`config.mk`:
```
export PLATFORM = sky130hd
export DESIGN_NAME = hazard_ctrl
export DESIGN_NICKNAME = d
export VERILOG_FILES = /design/src/rtl/pipe_pkg.sv /design/src/rtl/forward_unit.sv /design/src/rtl/hazard_ctrl.sv
export SDC_FILE = /design/constraint.sdc
export NUM_CORES = 1
export LEC_CHECK = 0
export CORE_ASPECT_RATIO = 1.5
export CORE_MARGIN = 2
export CORE_UTILIZATION = 41
export CTS_BUF_LIST = sky130_fd_sc_hd__clkbuf_2
export CTS_CLUSTER_DIAMETER = 30
export DETAILED_ROUTE_END_ITERATION = 8
export PLACE_DENSITY = 0.86
export SYNTH_ARGS = -nofsm -noshare
export SYNTH_HDL_FRONTEND = slang
export SYNTH_SLANG_ARGS = --single-unit
```
`constraint.sdc`:
```
create_clock -name clk -period 3.1 [get_ports clk]
set_clock_uncertainty 0.2 [all_clocks]
set_input_delay 0.93 -clock clk [delete_from_list [all_inputs] [get_ports clk]]
set_output_delay 0.93 -clock clk [all_outputs]
set_load 0.01 [all_outputs]
```
`src/rtl/pipe_pkg.sv`:
```
// Shared pipeline types for the RV32 hazard control slice.
// Forwarding selects, hazard FSM states and result-source encodings.
package pipe_pkg;

  typedef enum logic [1:0] {
    FWD_RF  = 2'b00,
    FWD_WB  = 2'b01,
    FWD_MEM = 2'b10
  } fwd_sel_t;

  typedef enum logic {
    RUN     = 1'b0,
    MC_WAIT = 1'b1
  } hz_state_t;

  localparam logic [1:0] RESULT_SRC_LOAD = 2'b01;

endpackage

```
`src/rtl/forward_unit.sv`:
```
// EX-stage operand forwarding selects.
// Purely combinational; MEM result has priority over WB result.
module forward_unit
  import pipe_pkg::*;
#(
  parameter int REG_ADDR_W = 5
) (
  input  logic [REG_ADDR_W-1:0] Rs1E,
  input  logic [REG_ADDR_W-1:0] Rs2E,
  input  logic [REG_ADDR_W-1:0] RdM,
  input  logic [REG_ADDR_W-1:0] RdW,
  input  logic                  RegWriteM,
  input  logic                  RegWriteW,
  output fwd_sel_t              ForwardAE,
  output fwd_sel_t              ForwardBE
);

  function automatic fwd_sel_t pick(
    input logic [REG_ADDR_W-1:0] rs
  );
    if (RegWriteM && (RdM != '0) && (RdM == rs))
      return FWD_MEM;
    else if (RegWriteW && (RdW != '0) && (RdW == rs))
      return FWD_WB;
    else
      return FWD_RF;
  endfunction

  // Select the freshest in-flight value for each operand
  always_comb begin
    ForwardAE = pick(Rs1E);
    ForwardBE = pick(Rs2E);
  end

endmodule

```
`src/rtl/hazard_ctrl.sv`:
```
// Central hazard controller: stalls, flushes, forwarding, MUL/DIV wait.
// Optional perf counters when HAZARD_PERF_EN is defined.
module hazard_ctrl
  import pipe_pkg::*;
#(
  parameter int REG_ADDR_W    = 5,
  parameter int MC_MAX_CYCLES = 64
) (
  input  logic                  clk,
  input  logic                  rst,
  input  logic [REG_ADDR_W-1:0] Rs1D,
  input  logic [REG_ADDR_W-1:0] Rs2D,
  input  logic [REG_ADDR_W-1:0] Rs1E,
  input  logic [REG_ADDR_W-1:0] Rs2E,
  input  logic [REG_ADDR_W-1:0] RdE,
  input  logic [1:0]            ResultSrcE,
  input  logic [REG_ADDR_W-1:0] RdM,
  input  logic [REG_ADDR_W-1:0] RdW,
  input  logic                  RegWriteM,
  input  logic                  RegWriteW,
  input  logic                  PCSrcE,
  input  logic                  McStartE,
  input  logic                  McDone,
  output logic                  StallF,
  output logic                  StallD,
  output logic                  StallE,
  output logic                  FlushD,
  output logic                  FlushE,
  output logic [1:0]            ForwardAE,
  output logic [1:0]            ForwardBE,
  output logic                  McBusy,
`ifdef HAZARD_PERF_EN
  output logic [31:0]           PerfStallCnt,
  output logic [31:0]           PerfFlushCnt,
`endif
  output logic                  McErr
);

  localparam int CNT_W = $clog2(MC_MAX_CYCLES + 1);
  localparam logic [CNT_W-1:0] CNT_MAX = CNT_W'(MC_MAX_CYCLES);

  hz_state_t        state, nxt_state;
  logic [CNT_W-1:0] cnt, nxt_cnt;
  fwd_sel_t         fa, fb;
  logic             lw_stall;

  forward_unit #(
    .REG_ADDR_W(REG_ADDR_W)
  ) u_fwd (
    .Rs1E      (Rs1E),
    .Rs2E      (Rs2E),
    .RdM       (RdM),
    .RdW       (RdW),
    .RegWriteM (RegWriteM),
    .RegWriteW (RegWriteW),
    .ForwardAE (fa),
    .ForwardBE (fb)
  );

  assign ForwardAE = rst ? fa : FWD_RF;
  assign ForwardBE = rst ? fb : FWD_RF;

  assign lw_stall = (ResultSrcE == RESULT_SRC_LOAD)
                 && (RdE != '0)
                 && ((RdE == Rs1D) || (RdE == Rs2D));

  // Stall/flush decode and next-state for the multi-cycle wait
  always_comb begin
    StallF    = 1'b0;
    StallD    = 1'b0;
    StallE    = 1'b0;
    FlushD    = 1'b0;
    FlushE    = 1'b0;
    McBusy    = 1'b0;
    nxt_state = state;
    nxt_cnt   = cnt;
    if (rst) begin
      unique case (state)
        RUN: begin
          if (PCSrcE) begin
            FlushD = 1'b1;
            FlushE = 1'b1;
          end else if (McStartE && !McDone) begin
            StallF    = 1'b1;
            StallD    = 1'b1;
            StallE    = 1'b1;
            nxt_state = MC_WAIT;
            nxt_cnt   = CNT_W'(1);
          end else if (lw_stall) begin
            StallF = 1'b1;
            StallD = 1'b1;
            FlushE = 1'b1;
          end
        end
        MC_WAIT: begin
          StallF = 1'b1;
          StallD = 1'b1;
          StallE = 1'b1;
          McBusy = 1'b1;
          if (cnt == CNT_MAX) begin
            FlushE    = 1'b1;
            nxt_state = RUN;
            nxt_cnt   = '0;
          end else if (McDone) begin
            nxt_state = RUN;
            nxt_cnt   = '0;
          end else begin
            nxt_cnt = cnt + CNT_W'(1);
          end
        end
        default: nxt_state = RUN;
      endcase
    end
  end

  // FSM state, wait counter and the timeout pulse aligned to the abort cycle
  always_ff @(posedge clk or negedge rst) begin
    if (!rst) begin
      state <= RUN;
      cnt   <= '0;
      McErr <= 1'b0;
    end else begin
      state <= nxt_state;
      cnt   <= nxt_cnt;
      McErr <= (nxt_state == MC_WAIT) && (nxt_cnt == CNT_MAX);
    end
  end

`ifdef HAZARD_PERF_EN
  // Free-running stall and flush event counters
  always_ff @(posedge clk or negedge rst) begin
    if (!rst) begin
      PerfStallCnt <= '0;
      PerfFlushCnt <= '0;
    end else begin
      if (StallD) PerfStallCnt <= PerfStallCnt + 32'd1;
      if (FlushE) PerfFlushCnt <= PerfFlushCnt + 32'd1;
    end
  end
`endif

endmodule

```
==> results of run 1 <==
-- area by class of cell --
type / instances / area, um^2
Fill cell: 176 / 531
Inverter: 6 / 22.5
Sequential cell: 9 / 225
Tap cell: 24 / 30.0
Timing Repair Buffer: 87 / 711
Clock buffer: 4 / 20.0
Multi-Input combinational cell: 112 / 911
-- power by group through the flow --
| stage | clock, mW | sequential, mW | combinational (mW) |
|---|---|---|---|
| 2_1_floorplan | 0 | 0.150 | 0.128 |
| 3_3_place_gp | 0 | 0.140 | 0.276 |
| 3_5_place_dp | 0 | 0.141 | 0.288 |
| 4_1_cts | 0.0776 | 0.138 | 0.296 |
| 5_1_grt | 0.0845 | 0.140 | 0.322 |
| 6_report | 0.0792 | 0.139 | 0.309 |
-- state kept, by name, summed over array words and instances, names as in the netlist --
name	flops
McErr	1
cnt	7
state	1
-- metal layers --
layer / part of all wire / global-route usage
met5: 0 / 0
met3: 0.092 / 0.0352
met1: 0.29 / 0.243
met2: 0.55 / 0.577
met4: 0.060 / 0.169
-- critical path: stages --
cell	delay [ns]
buf_2	0.13
xor2_1	0.15
or4_4	0.54
nor4_4	0.29
buf_2	0.17
-- worst max-delay path by stage --
stage | cells after the start | to | slack (ns) | startpoint
6_report | 5 | ForwardAE[0] | -0.23 | Rs1E[4]
5_1_grt | 6 | ForwardAE[0] | -0.27 | RdW[2]
4_1_cts | 7 | ForwardBE[0] | -0.34 | RdM[4]
3_5_place_dp | 6 | ForwardAE[0] | -1.15 | RdM[3]
3_3_place_gp | 6 | ForwardAE[0] | -1.04 | RdM[3]
2_1_floorplan | 5 | StallF | -0.04 | RdE[1]
-- layout by cell type (no fill, tap or decap), types with 3 or more instances in the layout --
master / instances
buf_4: 29
xor2_1: 20
buf_2: 14
dlygate4sd2_1: 13
clkbuf_2: 11
xnor2_1: 10
buf_6: 10
dfrtp_1: 9
nand3_1: 8
o21ai_1: 7
inv_1: 6
nand2_1: 6
nor2_1: 6
o21ai_0: 6
clkdlybuf4s15_1: 5
or4_4: 4
nor4_4: 4
a21oi_1: 4
buf_8: 4
clkdlybuf4s50_1: 4
and3_1: 3
-- through the flow --
step,hold slack (ns),TNS [ns],total power [mW],instances
final,0.374,-1.36,0.527,242
after global routing,0.375,-1.63,0.546,242
after CTS,0.346,-1.50,0.512,242
after detailed placement,0.332,-9.14,0.429,231
after global placement,0.312,-8.61,0.416,231
after floorplan,0.290,-0.0820,0.278,131
-- cells by family (layout without fill, tap and decap cells) --
family	Yosys count	count (layout)
flops	9	9
compound gates	33	33
buf+inv	10	97
xor+xnor	30	30
simple gates	47	47
fa+ha+maj	2	2
-- timing repair --
item | 4_1_cts | 5_1_grt
buffers inserted | 7 | 0
setup endpoints to repair | 10 | 7
resized for setup | 160 | 23
hold endpoints to repair | 0 | 0
pin swaps | 36 | 12
gates cloned | 0 | 0
==> out/metrics.cfg, run 1 <==
[global_route]
grt_max_degree=11
overflow=0
antenna_found_initial=0
grt_usage=0.287
grt_pass1_wl_mm=6.24
grt_pass1_vias=1490

[die]
num_rows=22
core_mm2=0.00245
die_x_um=45.6
fp.dieH_um=66.5
num_io_pins=55
fp.dieArea_mm2=0.00303
start_util=0.435

[worst_hold_path]
hold_class=flip-flop to flip-flop
hold_path_end=cnt[6]$_DFF_PN0_
min_from=cnt[6]$_DFF_PN0_
hold_path_depth=1

[sta]
slew_violations=0
period_needed_ns=3.33
rsz0062_at_grt=true
fin_ws_ns=-0.233
clock.fmax_mhz=300
maxSlewHeadroom=0.672
timing.final.crit_share=1.08
finalHoldViolations=0
setup_violations=7
tightest_slew_ns=0.491

[synthesis]
yosysTopAreaCell=dfrtp_1
synth_commonest_cells=20 x xor2_1, 10 x xnor2_1, 9 x dfrtp_1, 9 x o21ai_1, 8 x nand3_1
synthTopCellsByArea=dfrtp_1 21%, xor2_1 16%, xnor2_1 8.2%
synth-xor-area-share=0.246
syn_area_per_cell_um2=8.14
netlist.area_leader.share=0.211
ys_types=37
synth_compound_area_frac=0.212
yosysMostFrequentCell=xor2_1
synth_fa_ha_area_frac=0.0235
async_flop_share=1.00
yosys.area_share.simple=0.261
synthCells=131
synth-seq-cells=9
synth_mux_area_frac=0
synth_top_family_by_area=simple AND/OR/NAND/NOR gates
syn_nets=177
syn_area_mm2=0.00107
synth_edf_count=0
yosysWarnings=0
synthFlopType=dfrtp_1
yosysSeqAreaShare=0.211

[outcome]
status=finished, violations left
violations=negative setup slack

[power_and_ir_drop]
leakagePower_nw=0.899
pwr-share-seq=0.263
swShare=0.398
ir_drop_mv=0.207
p_sw_uw=210
combPwrFrac=0.587
internal-power_uw=317
clkPwrFrac=0.150
p_per_area_mw_per_mm2=275

[setup_path]
arrival_ns=2.20
worstSetupEndpointType=output pin
cp_max_fo=2
r2r_end=McErr$_DFF_PN0_
worstSetupPathType=primary input to output pin
cp.required_ns=1.97
start_kind=primary input
r2r_cells=9
reg2reg_from=cnt[0]$_DFF_PN0_
rrSetupSlack_ns=0.87

[detailed_routing]
drtAntennaViolNets=0
dr.pass1.iters=7
wire_per_inst_um=17.5
vias=1456
drc_errors=0
initialDrtViolationCount=98
vias_per_cell=6.02
routed_wirelength_mm=4.24

[cells_and_area]
fin_util=0.783
drive_above_1_share=0.413
diodes=0
nets=265
final_cell_area_mm2=0.00192
syn_to_final_growth_pct=80.0

[clocking]
insertion_delay_ns=0.26
max-clock-path-buffers=2
cts_sinks=9
cts_tree=done
hold_buffers=0
clkSlewWorstSetupHoldPaths_ns=0.11
htree_levels=1
cts-buffers-inserted=3
cts_root_buffer=clkbuf_2

[job]
cap_viol_max_count=0

[placed_design]
place_area_mm2=0.00184
port_buffers=54
dp_slack_ns=-1.15
dp_hpwl_mm=3.16
routabilityCongestion=0.891

(Power assumes the default switching activity.)
==> run 2: changes to the inputs <==
--- a/config.mk
+++ b/config.mk
@@ -7,11 +7,12 @@
 export LEC_CHECK = 0
 export CORE_ASPECT_RATIO = 1.5
 export CORE_MARGIN = 2
-export CORE_UTILIZATION = 41
+export CORE_UTILIZATION = 25
 export CTS_BUF_LIST = sky130_fd_sc_hd__clkbuf_2
 export CTS_CLUSTER_DIAMETER = 30
 export DETAILED_ROUTE_END_ITERATION = 8
-export PLACE_DENSITY = 0.86
+export PLACE_DENSITY = 0.58
+export REMOVE_ABC_BUFFERS = 1
 export SYNTH_ARGS = -nofsm -noshare
 export SYNTH_HDL_FRONTEND = slang
 export SYNTH_SLANG_ARGS = --single-unit
==> out/metrics.cfg, run 2 (synthesis results as in run 1) <==
[detailed_routing]
dr.pass1.iters=4
wire_per_inst_um=15.2
vias=1395
vias_per_cell=5.13
drtAntennaViolNets=0
routed_wirelength_mm=4.14
initialDrtViolationCount=44
drc_errors=0

[placed_design]
place_inst=265
dp_hpwl_mm=3.30
port_buffers=54
place_area_mm2=0.00192
routabilityCongestion=0.807

[die]
start_util=0.255
die_x_um=57.3
core_mm2=0.00417
num_rows=29
fp.dieArea_mm2=0.00481
fp.dieH_um=84.0
num_io_pins=55

[setup_path]
worstSetupStartpoint=RdM[3]
cp.required_ns=1.97
r2r_end=McErr$_DFF_PN0_
critical-path-top-delay-family=simple AND/OR/NAND/NOR gates
crit_buf_inv=2
arrival_ns=2.27
slowest_stage=or4_4
worstSetupPathType=primary input to output pin
rrSetupSlack_ns=0.92
worstSetupEndpointType=output pin
crit_end=ForwardBE[0]
cp.depth=6
reg2reg_from=cnt[0]$_DFF_PN0_
slowest_delay_ns=0.54
start_kind=primary input
path_cells=buf_6 > or4_4 > o21ai_4 > nor4_4 > nor4_2 > buf_2
r2r_cells=9
cp_max_fo=2

[cells_and_area]
final_common_cell=buf_4
final_cell_mix=37 x buf_4, 16 x xor2_1, 15 x buf_2
diodes=0
final_cell_area_mm2=0.00212
drive_above_1_share=0.487
nets=273
largest_reg_flops=7
syn_to_final_growth_pct=99.3
regMostFlops=cnt
reg_top3=cnt x7, McErr x1, state x1
stdcell_count=272

[global_route]
grt_pass1_wl_mm=6.60
grt_pass1_vias=1562
antenna_found_initial=0
grt.met1_usage=0.149
overflow=0
grt_max_degree=20
grt_util_met3=0.0279
busiest_layer=met2
grt_use_met2=0.372
grt_usage=0.176

[clocking]
cts_sinks=9
hold_buffers=0
max-clock-path-buffers=2
cts_tree=done
insertion_delay_ns=0.25
htree_levels=1
cts-buffers-inserted=3
clkSlewWorstSetupHoldPaths_ns=0.09
cts_root_buffer=clkbuf_2

[sta]
rsz0062_at_grt=true
maxSlewHeadroom=0.695
setup_violations=7
timing.final.crit_share=1.10
period_needed_ns=3.40
tightest_slew_ns=0.451
slew_violations=0
finalHoldViolations=0
fin_ws_ns=-0.303
clock.fmax_mhz=294

[outcome]
violations=negative setup slack
status=finished, violations left

[power_and_ir_drop]
p_per_area_mw_per_mm2=255
ir_drop_mv=0.156
leakagePower_nw=0.988

[worst_hold_path]
hold_class=flip-flop to flip-flop

[job]
cap_viol_max_count=0

run 2: timing repair:
action / CTS / global route
pin swaps: 34 / 17
setup endpoints to repair: 10 / 9
gates resized for setup: 170 / 26
setup buffers: 2 / 1
run 2: layout make-up:
cell class                      count  area [um^2]
Fill cell                         395         2050
Multi-Input combinational cell    112         1010
Timing Repair Buffer               95          785
Sequential cell                     9          225
Tap cell                           46         57.6
Inverter                            6         22.5
Clock buffer                        4         20.0
run 2: how the worst min path moves through the flow:
stage | cells past startpoint | slack [ns] | to | start
after detailed placement | 1 | 0.33 | cnt[6]$_DFF_PN0_ | cnt[6]$_DFF_PN0_
after global placement | 1 | 0.32 | cnt[6]$_DFF_PN0_ | cnt[6]$_DFF_PN0_
after CTS | 1 | 0.34 | cnt[6]$_DFF_PN0_ | cnt[6]$_DFF_PN0_
after global routing | 1 | 0.38 | cnt[6]$_DFF_PN0_ | cnt[6]$_DFF_PN0_
final | 1 | 0.34 | cnt[6]$_DFF_PN0_ | cnt[6]$_DFF_PN0_
after floorplan | 1 | 0.29 | cnt[6]$_DFF_PN0_ | cnt[6]$_DFF_PN0_
run 2: per-stage QoR:
step	util	hold slack [ns]	worst slack [ns]	power, mW	setup TNS, ns
after global placement	0.461	0.317	-1.02	0.438	-8.51
after detailed placement	0.461	0.333	-1.13	0.441	-9.03
final	0.509	0.336	-0.303	0.541	-1.52
after floorplan	-	0.290	-0.153	0.265	-0.306
after global routing	0.509	0.384	-0.383	0.575	-1.80
after CTS	0.496	0.340	-0.302	0.533	-1.51
run 2: report_power, final:
part | switching [mW] | total [mW] | internal [mW] | leakage (nW)
Combinational | 0.159 | 0.326 | 0.167 | 0.849
Clock | 0.0417 | 0.0760 | 0.0343 | 0.0166
Sequential | 0.00845 | 0.139 | 0.131 | 0.122
run 2: routing by layer:
metal / up-vias / wire, um / share of wire
met5: - / 0 / 0
met4: 0 / 129 / 0.031
met3: 10 / 295 / 0.071
met2: 69 / 2460 / 0.59
met1: 648 / 1260 / 0.30
li1: 668 / - / -
==> run 3: changes to the inputs <==
--- a/config.mk
+++ b/config.mk
@@ -6,7 +6,6 @@
 export NUM_CORES = 1
 export LEC_CHECK = 0
 export CORE_ASPECT_RATIO = 1.5
-export CORE_MARGIN = 2
 export CORE_UTILIZATION = 25
 export CTS_BUF_LIST = sky130_fd_sc_hd__clkbuf_2
 export CTS_CLUSTER_DIAMETER = 30
==> out/metrics.cfg, run 3 (synthesis results as in run 1) <==
[cells_and_area]
final_common_cell=buf_4
multi_input_area_um2=896
ff_latch_area_um2=225
diodes=0
fin_util=0.498
final_cell_mix=36 x buf_4, 20 x xor2_1, 19 x buf_2
syn_to_final_growth_pct=88.1
final_cell_area_mm2=0.00201
fill_cells=379
largest_reg_flops=7
reg_top3=cnt x7, McErr x1, state x1
drive_above_1_share=0.432
regMostFlops=cnt
nets=274

[worst_hold_path]
hold_class=flip-flop to flip-flop
hold_path_depth=1
min_from=cnt[6]$_DFF_PN0_

[setup_path]
worstSetupPathType=primary input to output pin
critPathMostFrequentCell=buf_6
reg2reg_from=cnt[0]$_DFF_PN0_
r2r_cells=9
cp.required_ns=1.97
slowest_delay_ns=0.53
cp.depth=6
slowest_stage=or4_1
critical-path-top-delay-family=simple AND/OR/NAND/NOR gates
path_cells=buf_6 > buf_6 > xor2_1 > or4_1 > nor4_2 > buf_2
cp_max_fo=2
worstSetupEndpointType=output pin
start_kind=primary input
crit_buf_inv=3
worstSetupStartpoint=RdW[2]
arrival_ns=2.25

[global_route]
grt_pass1_wl_mm=6.46
grt_max_degree=20
antenna_found_initial=0
overflow=0
grt_pass1_vias=1489
grt_usage=0.186

[sta]
finalHoldViolations=0
tightest_slew_ns=0.509
setup_violations=7
fin_ws_ns=-0.281
slew_violations=0
period_needed_ns=3.38
clock.fmax_mhz=296
maxSlewHeadroom=0.656
timing.final.crit_share=1.09
hold_slack_ns=0.343
rsz0062_at_grt=true
fin_setup_tns_ns=-1.45

[clocking]
hold_buffers=0
max-clock-path-buffers=2
cts_root_buffer=clkbuf_2
cts_sinks=9
cts-buffers-inserted=3
clkSlewWorstSetupHoldPaths_ns=0.10
htree_levels=1
cts_tree=done
insertion_delay_ns=0.26

[die]
start_util=0.265
die_x_um=55.3
fp.dieH_um=82.0
num_io_pins=55
core_mm2=0.00403
fp.dieArea_mm2=0.00453
num_rows=28

[detailed_routing]
drtAntennaViolNets=0
routed_wirelength_mm=4.03
vias_per_cell=5.08
wire_per_inst_um=14.8
drc_errors=0
vias=1382
dr.pass1.iters=4
initialDrtViolationCount=47

[outcome]
violations=negative setup slack
status=finished, violations left

[placed_design]
dp_hpwl_mm=3.10
place_area_mm2=0.00191
port_buffers=54
routabilityCongestion=0.876

[power_and_ir_drop]
leakagePower_nw=0.940
ir_drop_mv=0.153
finalPower_uw=526
p_per_area_mw_per_mm2=262

[job]
cap_viol_max_count=0

[run 3: cell count changes in the layout (fill, tap and decap cells not counted), moves of 2 or more]
cell	change
buf_2	+4
clkdlybuf4s15_2	-2
xnor2_2	-5
xnor2_1	+5
nand3_2	-2
nand3_1	+2
buf_6	+2
xor2_2	-4
xor2_1	+4
[run 3: what timing repair did]
action,in CTS,in global routing
cloned,0,0
gates resized for setup,167,15
endpoints found under the setup margin,10,8
pin swaps,33,9
setup buffers,5,1
[run 3: per-stage QoR]
stage	worst slack [ns]	instances
3_5_place_dp	-1.07	262
5_1_grt	-0.332	272
6_report	-0.281	272
3_3_place_gp	-1.02	262
4_1_cts	-0.287	271
2_1_floorplan	-0.153	127
[run 3: layer usage]
metal	up-vias	global-route usage	part of all wire
met5	-	0	0
met4	0	0.0575	0.011
met3	6	0.0535	0.071
met2	59	0.420	0.60
met1	641	0.145	0.32
li1	676	-	-
[run 3: worst reg2reg max path, delay by kind of cell, from the launching register on]
kind            cells  cell delay [ns]
simple gates        4             0.64
fa+ha+maj           1             0.22
compound gates      2             0.49
flops               1             0.35
buf+inv             2             0.23
[run 3: cell type report]
| cell class | count | share of cell area |
|---|---|---|
| tap | 45 | 0.0281 |
| sequential | 9 | 0.112 |
| multi-input combinational | 112 | 0.447 |
| timing repair buffer | 96 | 0.392 |
| inverter | 6 | 0.0112 |
| clock buffer | 4 | 0.00998 |
[run 3: worst paths after layout]
kind                               endpoint  slack [ns]
setup / recovery               ForwardAE[0]       -0.28
hold / removal             cnt[6]$_DFF_PN0_        0.34
setup reg to reg            McErr$_DFF_PN0_        0.90
hold reg to reg            cnt[6]$_DFF_PN0_        0.34
max in group asynchronous  cnt[2]$_DFF_PN0_        2.16
min in group asynchronous  cnt[6]$_DFF_PN0_        0.41
[run 3: report_power, final]
group / internal, mW / switching (mW)
Combinational: 0.162 / 0.148
Clock: 0.0343 / 0.0439
Sequential: 0.131 / 0.00813
